### src/rtl/pmu_pwr_seq.sv
// pmu_pwr_seq: 32K-domain power sequencer for the crgu clock enables and reset requests.
// After POR it runs the efuse load, then parks in SLEEP. A run request wakes the
// 13M oscillator, releases the shut-domain resets and then opens the clocks.
// Tear-down runs in the reverse order, so resets are always applied while the
// oscillator is still running.
module pmu_pwr_seq #(
  parameter int CNT_W        = 11,
  parameter int EFUSE_TO     = 1024,
  parameter int OSC_SETTLE   = 16,
  parameter int GATE_HOLD    = 2,
  parameter int RST_HOLD     = 2,
  parameter int FIFO_RST_CYC = 2
) (
  input  logic       clk_32k,
  input  logic       rst_32k_alon_n,
  input  logic       rg_top_start,
  input  logic       efuse_done,
  input  logic       fifo_flush_req,
  output logic       osc13m_clk_en,
  output logic       efuse_load_state,
  output logic       timer_clk_en,
  output logic       data_clk_en,
  output logic       slot_clk_en,
  output logic       shut_rstn,
  output logic       pmu_fifo_rstn,
  output logic [2:0] pmu_state,
  output logic       efuse_timeout
);

  typedef enum logic [2:0] {
    ST_EFUSE      = 3'd0,
    ST_SLEEP      = 3'd1,
    ST_WAKE_OSC   = 3'd2,
    ST_REL_RST    = 3'd3,
    ST_RUN        = 3'd4,
    ST_STOP_CLK   = 3'd5,
    ST_ASSERT_RST = 3'd6
  } state_e;

  localparam logic [CNT_W-1:0] CNT_ZERO   = {CNT_W{1'b0}};
  localparam logic [CNT_W-1:0] CNT_ONE    = CNT_W'(1);
  localparam logic [CNT_W-1:0] EFUSE_LAST = CNT_W'(EFUSE_TO - 1);
  localparam logic [CNT_W-1:0] OSC_LAST   = CNT_W'(OSC_SETTLE - 1);
  localparam logic [CNT_W-1:0] GATE_LAST  = CNT_W'(GATE_HOLD - 1);
  localparam logic [CNT_W-1:0] RST_LAST   = CNT_W'(RST_HOLD - 1);
  localparam logic [CNT_W-1:0] FLUSH_LOAD = CNT_W'(FIFO_RST_CYC);

  state_e           state_r;
  state_e           state_nxt_s;
  logic             start_meta_r;
  logic             start_s_r;
  logic             done_meta_r;
  logic             done_s_r;
  logic [CNT_W-1:0] cnt_r;
  logic [CNT_W-1:0] cnt_nxt_s;
  logic [CNT_W-1:0] flush_cnt_r;
  logic [CNT_W-1:0] flush_cnt_nxt_s;
  logic             timeout_set_s;
  logic             timed_s;
  logic [6:0]       dec_s;

  // Output decode of a state: {osc, efuse_load, timer, data, slot, shut_rstn, fifo_rstn}.
  function automatic logic [6:0] decode_outs(input state_e st);
    logic [6:0] o;
    case (st)
      ST_EFUSE:      o = 7'b1100000;
      ST_SLEEP:      o = 7'b0000000;
      ST_WAKE_OSC:   o = 7'b1000000;
      ST_REL_RST:    o = 7'b1000011;
      ST_RUN:        o = 7'b1011111;
      ST_STOP_CLK:   o = 7'b1000011;
      ST_ASSERT_RST: o = 7'b1000000;
      default:       o = 7'b1000000;
    endcase
    return o;
  endfunction

  // Two-flop synchronisers for the 6.5M-domain level inputs.
  always_ff @(posedge clk_32k) begin
    if (!rst_32k_alon_n) begin
      start_meta_r <= 1'b0;
      start_s_r    <= 1'b0;
      done_meta_r  <= 1'b0;
      done_s_r     <= 1'b0;
    end else begin
      start_meta_r <= rg_top_start;
      start_s_r    <= start_meta_r;
      done_meta_r  <= efuse_done;
      done_s_r     <= done_meta_r;
    end
  end

  // Next-state selection; illegal codes recover through ASSERT_RST.
  always_comb begin
    state_nxt_s   = state_r;
    timeout_set_s = 1'b0;
    case (state_r)
      ST_EFUSE: begin
        if (done_s_r) begin
          state_nxt_s = ST_SLEEP;
        end else if (cnt_r == EFUSE_LAST) begin
          state_nxt_s   = ST_SLEEP;
          timeout_set_s = 1'b1;
        end else begin
          state_nxt_s = ST_EFUSE;
        end
      end
      ST_SLEEP: begin
        if (start_s_r) state_nxt_s = ST_WAKE_OSC;
        else           state_nxt_s = ST_SLEEP;
      end
      ST_WAKE_OSC: begin
        if (!start_s_r)             state_nxt_s = ST_ASSERT_RST;
        else if (cnt_r == OSC_LAST) state_nxt_s = ST_REL_RST;
        else                        state_nxt_s = ST_WAKE_OSC;
      end
      ST_REL_RST: begin
        state_nxt_s = ST_RUN;
      end
      ST_RUN: begin
        if (!start_s_r) state_nxt_s = ST_STOP_CLK;
        else            state_nxt_s = ST_RUN;
      end
      ST_STOP_CLK: begin
        if (cnt_r == GATE_LAST) state_nxt_s = ST_ASSERT_RST;
        else                    state_nxt_s = ST_STOP_CLK;
      end
      ST_ASSERT_RST: begin
        if (cnt_r == RST_LAST) state_nxt_s = ST_SLEEP;
        else                   state_nxt_s = ST_ASSERT_RST;
      end
      default: begin
        state_nxt_s = ST_ASSERT_RST;
      end
    endcase
  end

  // Shared sequencing counter and FIFO flush counter for the next cycle.
  always_comb begin
    case (state_r)
      ST_EFUSE, ST_WAKE_OSC, ST_STOP_CLK, ST_ASSERT_RST: timed_s = 1'b1;
      default:                                          timed_s = 1'b0;
    endcase

    if (state_nxt_s != state_r) cnt_nxt_s = CNT_ZERO;
    else if (timed_s)           cnt_nxt_s = cnt_r + CNT_ONE;
    else                        cnt_nxt_s = CNT_ZERO;

    // A flush only lives inside RUN; any exit drops it so the state decode rules.
    if ((state_r == ST_RUN) && (state_nxt_s == ST_RUN)) begin
      if (fifo_flush_req)             flush_cnt_nxt_s = FLUSH_LOAD;
      else if (flush_cnt_r != CNT_ZERO) flush_cnt_nxt_s = flush_cnt_r - CNT_ONE;
      else                            flush_cnt_nxt_s = CNT_ZERO;
    end else begin
      flush_cnt_nxt_s = CNT_ZERO;
    end

    dec_s = decode_outs(state_nxt_s);
  end

  // FSM state, counters and glitch-free outputs loaded from the next-state decode.
  always_ff @(posedge clk_32k) begin
    if (!rst_32k_alon_n) begin
      state_r          <= ST_EFUSE;
      cnt_r            <= CNT_ZERO;
      flush_cnt_r      <= CNT_ZERO;
      osc13m_clk_en    <= 1'b0;
      efuse_load_state <= 1'b0;
      timer_clk_en     <= 1'b0;
      data_clk_en      <= 1'b0;
      slot_clk_en      <= 1'b0;
      shut_rstn        <= 1'b0;
      pmu_fifo_rstn    <= 1'b0;
      efuse_timeout    <= 1'b0;
    end else begin
      state_r          <= state_nxt_s;
      cnt_r            <= cnt_nxt_s;
      flush_cnt_r      <= flush_cnt_nxt_s;
      osc13m_clk_en    <= dec_s[6];
      efuse_load_state <= dec_s[5];
      timer_clk_en     <= dec_s[4];
      data_clk_en      <= dec_s[3];
      slot_clk_en      <= dec_s[2];
      shut_rstn        <= dec_s[1];
      pmu_fifo_rstn    <= dec_s[0] & (flush_cnt_nxt_s == CNT_ZERO);
      efuse_timeout    <= efuse_timeout | timeout_set_s;
    end
  end

  assign pmu_state = state_r;

endmodule

### config.mk
export PLATFORM = sky130hd
export DESIGN_NAME = pmu_pwr_seq
export DESIGN_NICKNAME = d
export VERILOG_FILES = /design/src/rtl/pmu_pwr_seq.sv
export SDC_FILE = /design/constraint.sdc
export NUM_CORES = 1
export LEC_CHECK = 0
export BUFFER_PORTS_ARGS = -buffer_cell sky130_fd_sc_hd__buf_2
export CORE_ASPECT_RATIO = 0.9
export CORE_MARGIN = 3
export CORE_UTILIZATION = 35
export CTS_CLUSTER_DIAMETER = 30
export DETAILED_ROUTE_END_ITERATION = 10
export GPL_TIMING_DRIVEN = 0
export PLACE_DENSITY = 0.65
export REMOVE_ABC_BUFFERS = 1
export SYNTH_ARGS = -nofsm -noshare
export SYNTH_HDL_FRONTEND = slang
export SYNTH_SLANG_ARGS = --single-unit
### constraint.sdc
create_clock -name clk_32k -period 2.3 [get_ports clk_32k]
set_clock_uncertainty 0.1 [all_clocks]
set_input_delay 0.23 -clock clk_32k [delete_from_list [all_inputs] [get_ports clk_32k]]
set_output_delay 0.23 -clock clk_32k [all_outputs]
set_load 0.01 [all_outputs]
Yosys cells after proc, flatten, opt, wreduce, memory -nomap -nowiden
Index checks and enable logic that the tools add are counted.
Storage, ports and cells
  flip-flop bits (word level): 37
  bits of input ports: 5
  output and inout bits: 11
  word-level logic and storage cells: 60
Cells by class
  add/sub/neg operators: 2
  equal/unequal tests: 14
  muxes and demuxes: 17
  bitwise gates (word level): 4
  reductions and logical operators: 8
Operators with widths (count)
  two-way mux 11 bit: 3
  one-hot mux 7 bit (4 select lines): 1
  one-hot mux 3 bit (7 select lines): 1
  equality test 3 bit, second input constant: 5
  adder 11 x 1 -> 11 bit, second input constant: 1
  equality test 11 x 1 -> 1 bit, second input constant: 1
  equality test 11 x 10 -> 1 bit, second input constant: 1
  equality test 11 x 4 -> 1 bit, second input constant: 1
  logical NOT 11 bit: 1
  nonzero test 11 bit: 1
  subtractor 11 x 1 -> 11 bit, second input constant: 1
  equality test 3 x 2 -> 1 bit, second input constant: 3
  two-way mux 1 bit: 8
  equality test 3 x 1 -> 1 bit, second input constant: 2
  logical NOT 3 bit: 2
  two-way mux 3 bit: 2
  two-way mux 2 bit: 2
  OR reduction 4 bit: 1
  inequality test 3 bit: 1
  OR reduction 3 bit: 1
  inverter 1 bit: 2
  OR reduction 2 bit: 1
  AND 1 bit: 1
  logical AND 1 bit: 1
  OR 1 bit: 1

Logic depth before layout (Yosys ltp)
  word-level depth: 9
  gate-level depth with buffers: 8
  gate-level depth less buffers: 7

Worst setup path after synthesis
OpenSTA, ideal clock, no wires.
  kind: flip-flop to flip-flop
  from: register flush_cnt_r[0]
  to: register pmu_fifo_rstn
  setup time: 60 ps
  data arrival time: 2129 ps
  data required time: 2140 ps
  path slack: 11 ps
  stages on the path, launching flop included: 9
  buffers on the path: 1
  clock period less this slack: 2289 ps
  path through: dfxtp_1 inv_1 ha_1 or4b_4 buf_6 or4_4 maj3_2 o211ai_2 and3_1
On the way
  word-level cells in the longest chain between the ends: 6
  elaborated cells on any way between the ends: 7
  those cells by class: 1 x add/sub; 3 x mux; 1 x bitwise; 2 x reduce/logical
RTL lines
  start: declaration: line 56  | logic [CNT_W-1:0] flush_cnt_r;
  start signal: assignment: line 178  | flush_cnt_r <= flush_cnt_nxt_s;
  subtractor 11 x 1 -> 11 bit / nonzero test 11 bit (equally long branches): line 152  | else if (flush_cnt_r != CNT_ZERO) flush_cnt_nxt_s = flush_cnt_r - CNT_ONE;
  two-way mux 11 bit (*): line 152
  two-way mux 11 bit (*): line 151  | if (fifo_flush_req) flush_cnt_nxt_s = FLUSH_LOAD;
  two-way mux 11 bit (*): line 150  | if ((state_r == ST_RUN) && (state_nxt_s == ST_RUN)) begin
  logical NOT 11 bit (*): line 185  | pmu_fifo_rstn <= dec_s[0] & (flush_cnt_nxt_s == CNT_ZERO);
  AND 1 bit (*): line 185
  end signal: assignment: line 185
  end: declaration: line 25  | output logic pmu_fifo_rstn,
Every way passes the cells marked *; elsewhere a longest branch is shown, timed or not.
A chain may end at the register's enable or synchronous reset.

Final worst setup path
Ends and elaborated chain as after synthesis.

==> results.md <==
- Adder-cell share of the synthesized area: 0.0297
- Number of synthesized flops with an enable pin: 0
- DP Cell Count: 257
- H-tree depth: 2
- Startpoint Class: flip-flop
- Status: finished, final reports clean
- Post-CTS Hold Buffers: 0
- Reg2reg setup slack: 0.07 ns
- Layout area overhead: 22.7%
- Share of flip-flops with an asynchronous set or reset: 0
- Achievable Freq: 449 MHz
- Tcrit/Tclk final: 0.968
- Max-cap violations: 0
- Antenna fix cells: 0
- Largest net degree at the start of global routing: 17
- Final instance area: 2020 sq um
- Non-Filler Instances: 270
- Clock sink total: 35
- Top cells by area, synth: dfxtp_1 43%, nor2_1 7.1%, xnor2_1 5.3%
- Root Buffer: clkbuf_8
- First-pass GRT wire length: 5580 um
- Crit path max fanout: 3
- Synth Flop Type: dfxtp_1
- Post-Route WL: 3220 um
- Clk pin slew, worst setup/hold paths: 0.07 ns
- Count of cell types in the netlist: 41
- Core Util, Final: 0.449
- Average wire per standard cell: 11.9 um
- Residual DRC: 0
- Largest family of logic cells by synthesized area: simple AND/OR/NAND/NOR gates
- Vertical die dimension: 71.0 um
- Die Area: 5560 sq um
- Critical path type: reg -> reg
- Cell with the most instances after synthesis: dfxtp_1
- Worst-Skew Late Latency: 0.28 ns
- Peak VDD IR: 0.000443 V
- Hold Crit Class: in -> reg
- Max clock buf depth: 2
- Min-Delay Path Depth: 2
- Max Slew Vio Count: 0
- Leak: 0.830 nW
- XOR/XNOR share of the synthesized area: 0.0906
- CTS tree: built
- Post-Synth Simple-Gate Area: 0.311
- Vias in the first global route: 1193
- Worst rel slew slack: 0.661
- Tmin final: 2.23 ns
- Via/cell ratio: 4.83
- RD Place Congestion: 0.796
- FILL cells: 464
- Synth Instances: 188
- Seq/Total Area, Yosys: 0.426
- Synth Warn #: 0
- Total CTS buffers: 5
- Layout cells sized above 1: 0.226
- WP data arrival: 2.35 ns
- Placement Rows: 23
- Setup WS pre-CTS: -0.699 ns
- Antenna violations before repair: 0
- Worst Path Required: 2.43 ns
- Reg2Reg Depth: 7
- Dpl cell area: 1750 sq um
- Final antenna-violating net count: 0
- Final setup fails: 0
- Overflow after GRT: 0
- Synth Area in Compound Gates: 0.0967
- Port-buffer cells: 15
- Final HPWL DP: 2180 um
- Post-synthesis mux area share: 0
- Share of the synthesized area in the top cell type: 0.426
- Final hold violations: 0
- Worst-Margin Slew: 0.508 ns
- Cell Area, Synth: 1640 sq um
- Synth top cells by count: 35 x dfxtp_1, 31 x nor2_1, 11 x nand3_1, 10 x xnor2_1
- Vias: 1303
- Drt pass-1 iters: 4
- Largest area contributor in the netlist: dfxtp_1
- Final Worst Setup Slack: 0.0741 ns
- Core Footprint: 4490 sq um
- Synthesis-stage register bit count: 35
- Syn avg cell area: 8.75 sq um
- WHS: 0.0499 ns
- Die Span X: 78.2 um
- Initial Util: 0.366
- Initial DRC count: 68
- Final #Nets: 215
- Power Dens Cells: 764 nW/um^2
- Io pins: 16
- CP Capture Type: flip-flop
- Total track usage: 0.128
[registers in the layout, summed over array words and instances (netlist names)]
register and count:
flush_cnt_r 11, start_meta_r 1, done_meta_r 1, pmu_fifo_rstn 1
osc13m_clk_en 1, efuse_timeout 1, pmu_state 3, timer_clk_en 1
done_s_r 1, start_s_r 1, efuse_load_state 1, cnt_r 11
shut_rstn 1
[worst paths after layout]
kind / from / to
hold reg to reg: flush_cnt_r[0]$_SDFF_PN0_ / flush_cnt_r[0]$_SDFF_PN0_
setup / recovery: flush_cnt_r[0]$_SDFF_PN0_ / pmu_fifo_rstn$_SDFF_PN0_
hold / removal: efuse_done / done_meta_r$_SDFF_PN0_
setup reg to reg: flush_cnt_r[0]$_SDFF_PN0_ / pmu_fifo_rstn$_SDFF_PN0_
[kinds of logic (layout without fill, tap and decap cells)]
| group | Yosys count | count (layout) |
|---|---|---|
| AO/OA/AOI/OAI | 22 | 22 |
| XOR/XNOR | 17 | 17 |
| adder cells (fa/ha/maj) | 4 | 4 |
| buffers and inverters | 16 | 36 |
| flip-flops | 35 | 35 |
| AND/OR/NAND/NOR | 94 | 94 |
[layout by cell type, fill, tap and decap left out, drive strengths merged, types with 4 or more instances in the layout]
cell    count
clkbuf      6
inv         8
o211ai      4
nor2       31
o21ai       4
xnor2      10
xor2        7
nand3      11
dfxtp      35
and3        5
nand2b      5
buf        20
nor3        5
nand2       7
nor2b       4
nor4b       5
and2        8
[report_power, final]
| part | leakage (nW) | total (mW) | internal [mW] | switching [mW] |
|---|---|---|---|---|
| sequential | 0.285 | 0.691 | 0.643 | 0.0484 |
| clock | 0.0612 | 0.558 | 0.350 | 0.208 |
| combinational | 0.484 | 0.292 | 0.133 | 0.159 |
[cell type report]
cell class,count,area (sq um),area share
clock buffer,6,82.6,0.0409
clock inverter,2,35.0,0.0174
inverter,8,30.0,0.0149
multi-input combinational,137,977,0.484
sequential,35,702,0.348
tap,62,77.6,0.0385
timing repair buffer,20,113,0.0558
[through the flow]
step	total power, mW	TNS [ns]
2_1_floorplan	0.847	-0.486
3_3_place_gp	0.923	-8.53
3_5_place_dp	0.925	-8.34
4_1_cts	1.52	0
5_1_grt	1.63	-0.000846
6_report	1.54	0
[per-layer routing]
metal	vias to the layer above	global-route usage	part of all wire
li1	686	-	-
met1	595	0.183	0.53
met2	17	0.171	0.41
met3	5	0.0318	0.033
met4	0	0.0757	0.021
met5	-	0	0
[critical path, stage by stage, from the launching register on]
cell	delay [ns]
dfxtp_2	0.33
inv_2	0.07
ha_4	0.14
or4b_4	0.49
or4_4	0.44
maj3_2	0.32
o211ai_2	0.13
and3_1	0.16
[repair_timing]
action                     in CTS  in global routing
resized for setup               9                 12
pin swaps                       1                  2
buffers inserted                1                  4
setup endpoints to repair      27                 26
No activity file was read; power rests on OpenSTA's default activity.
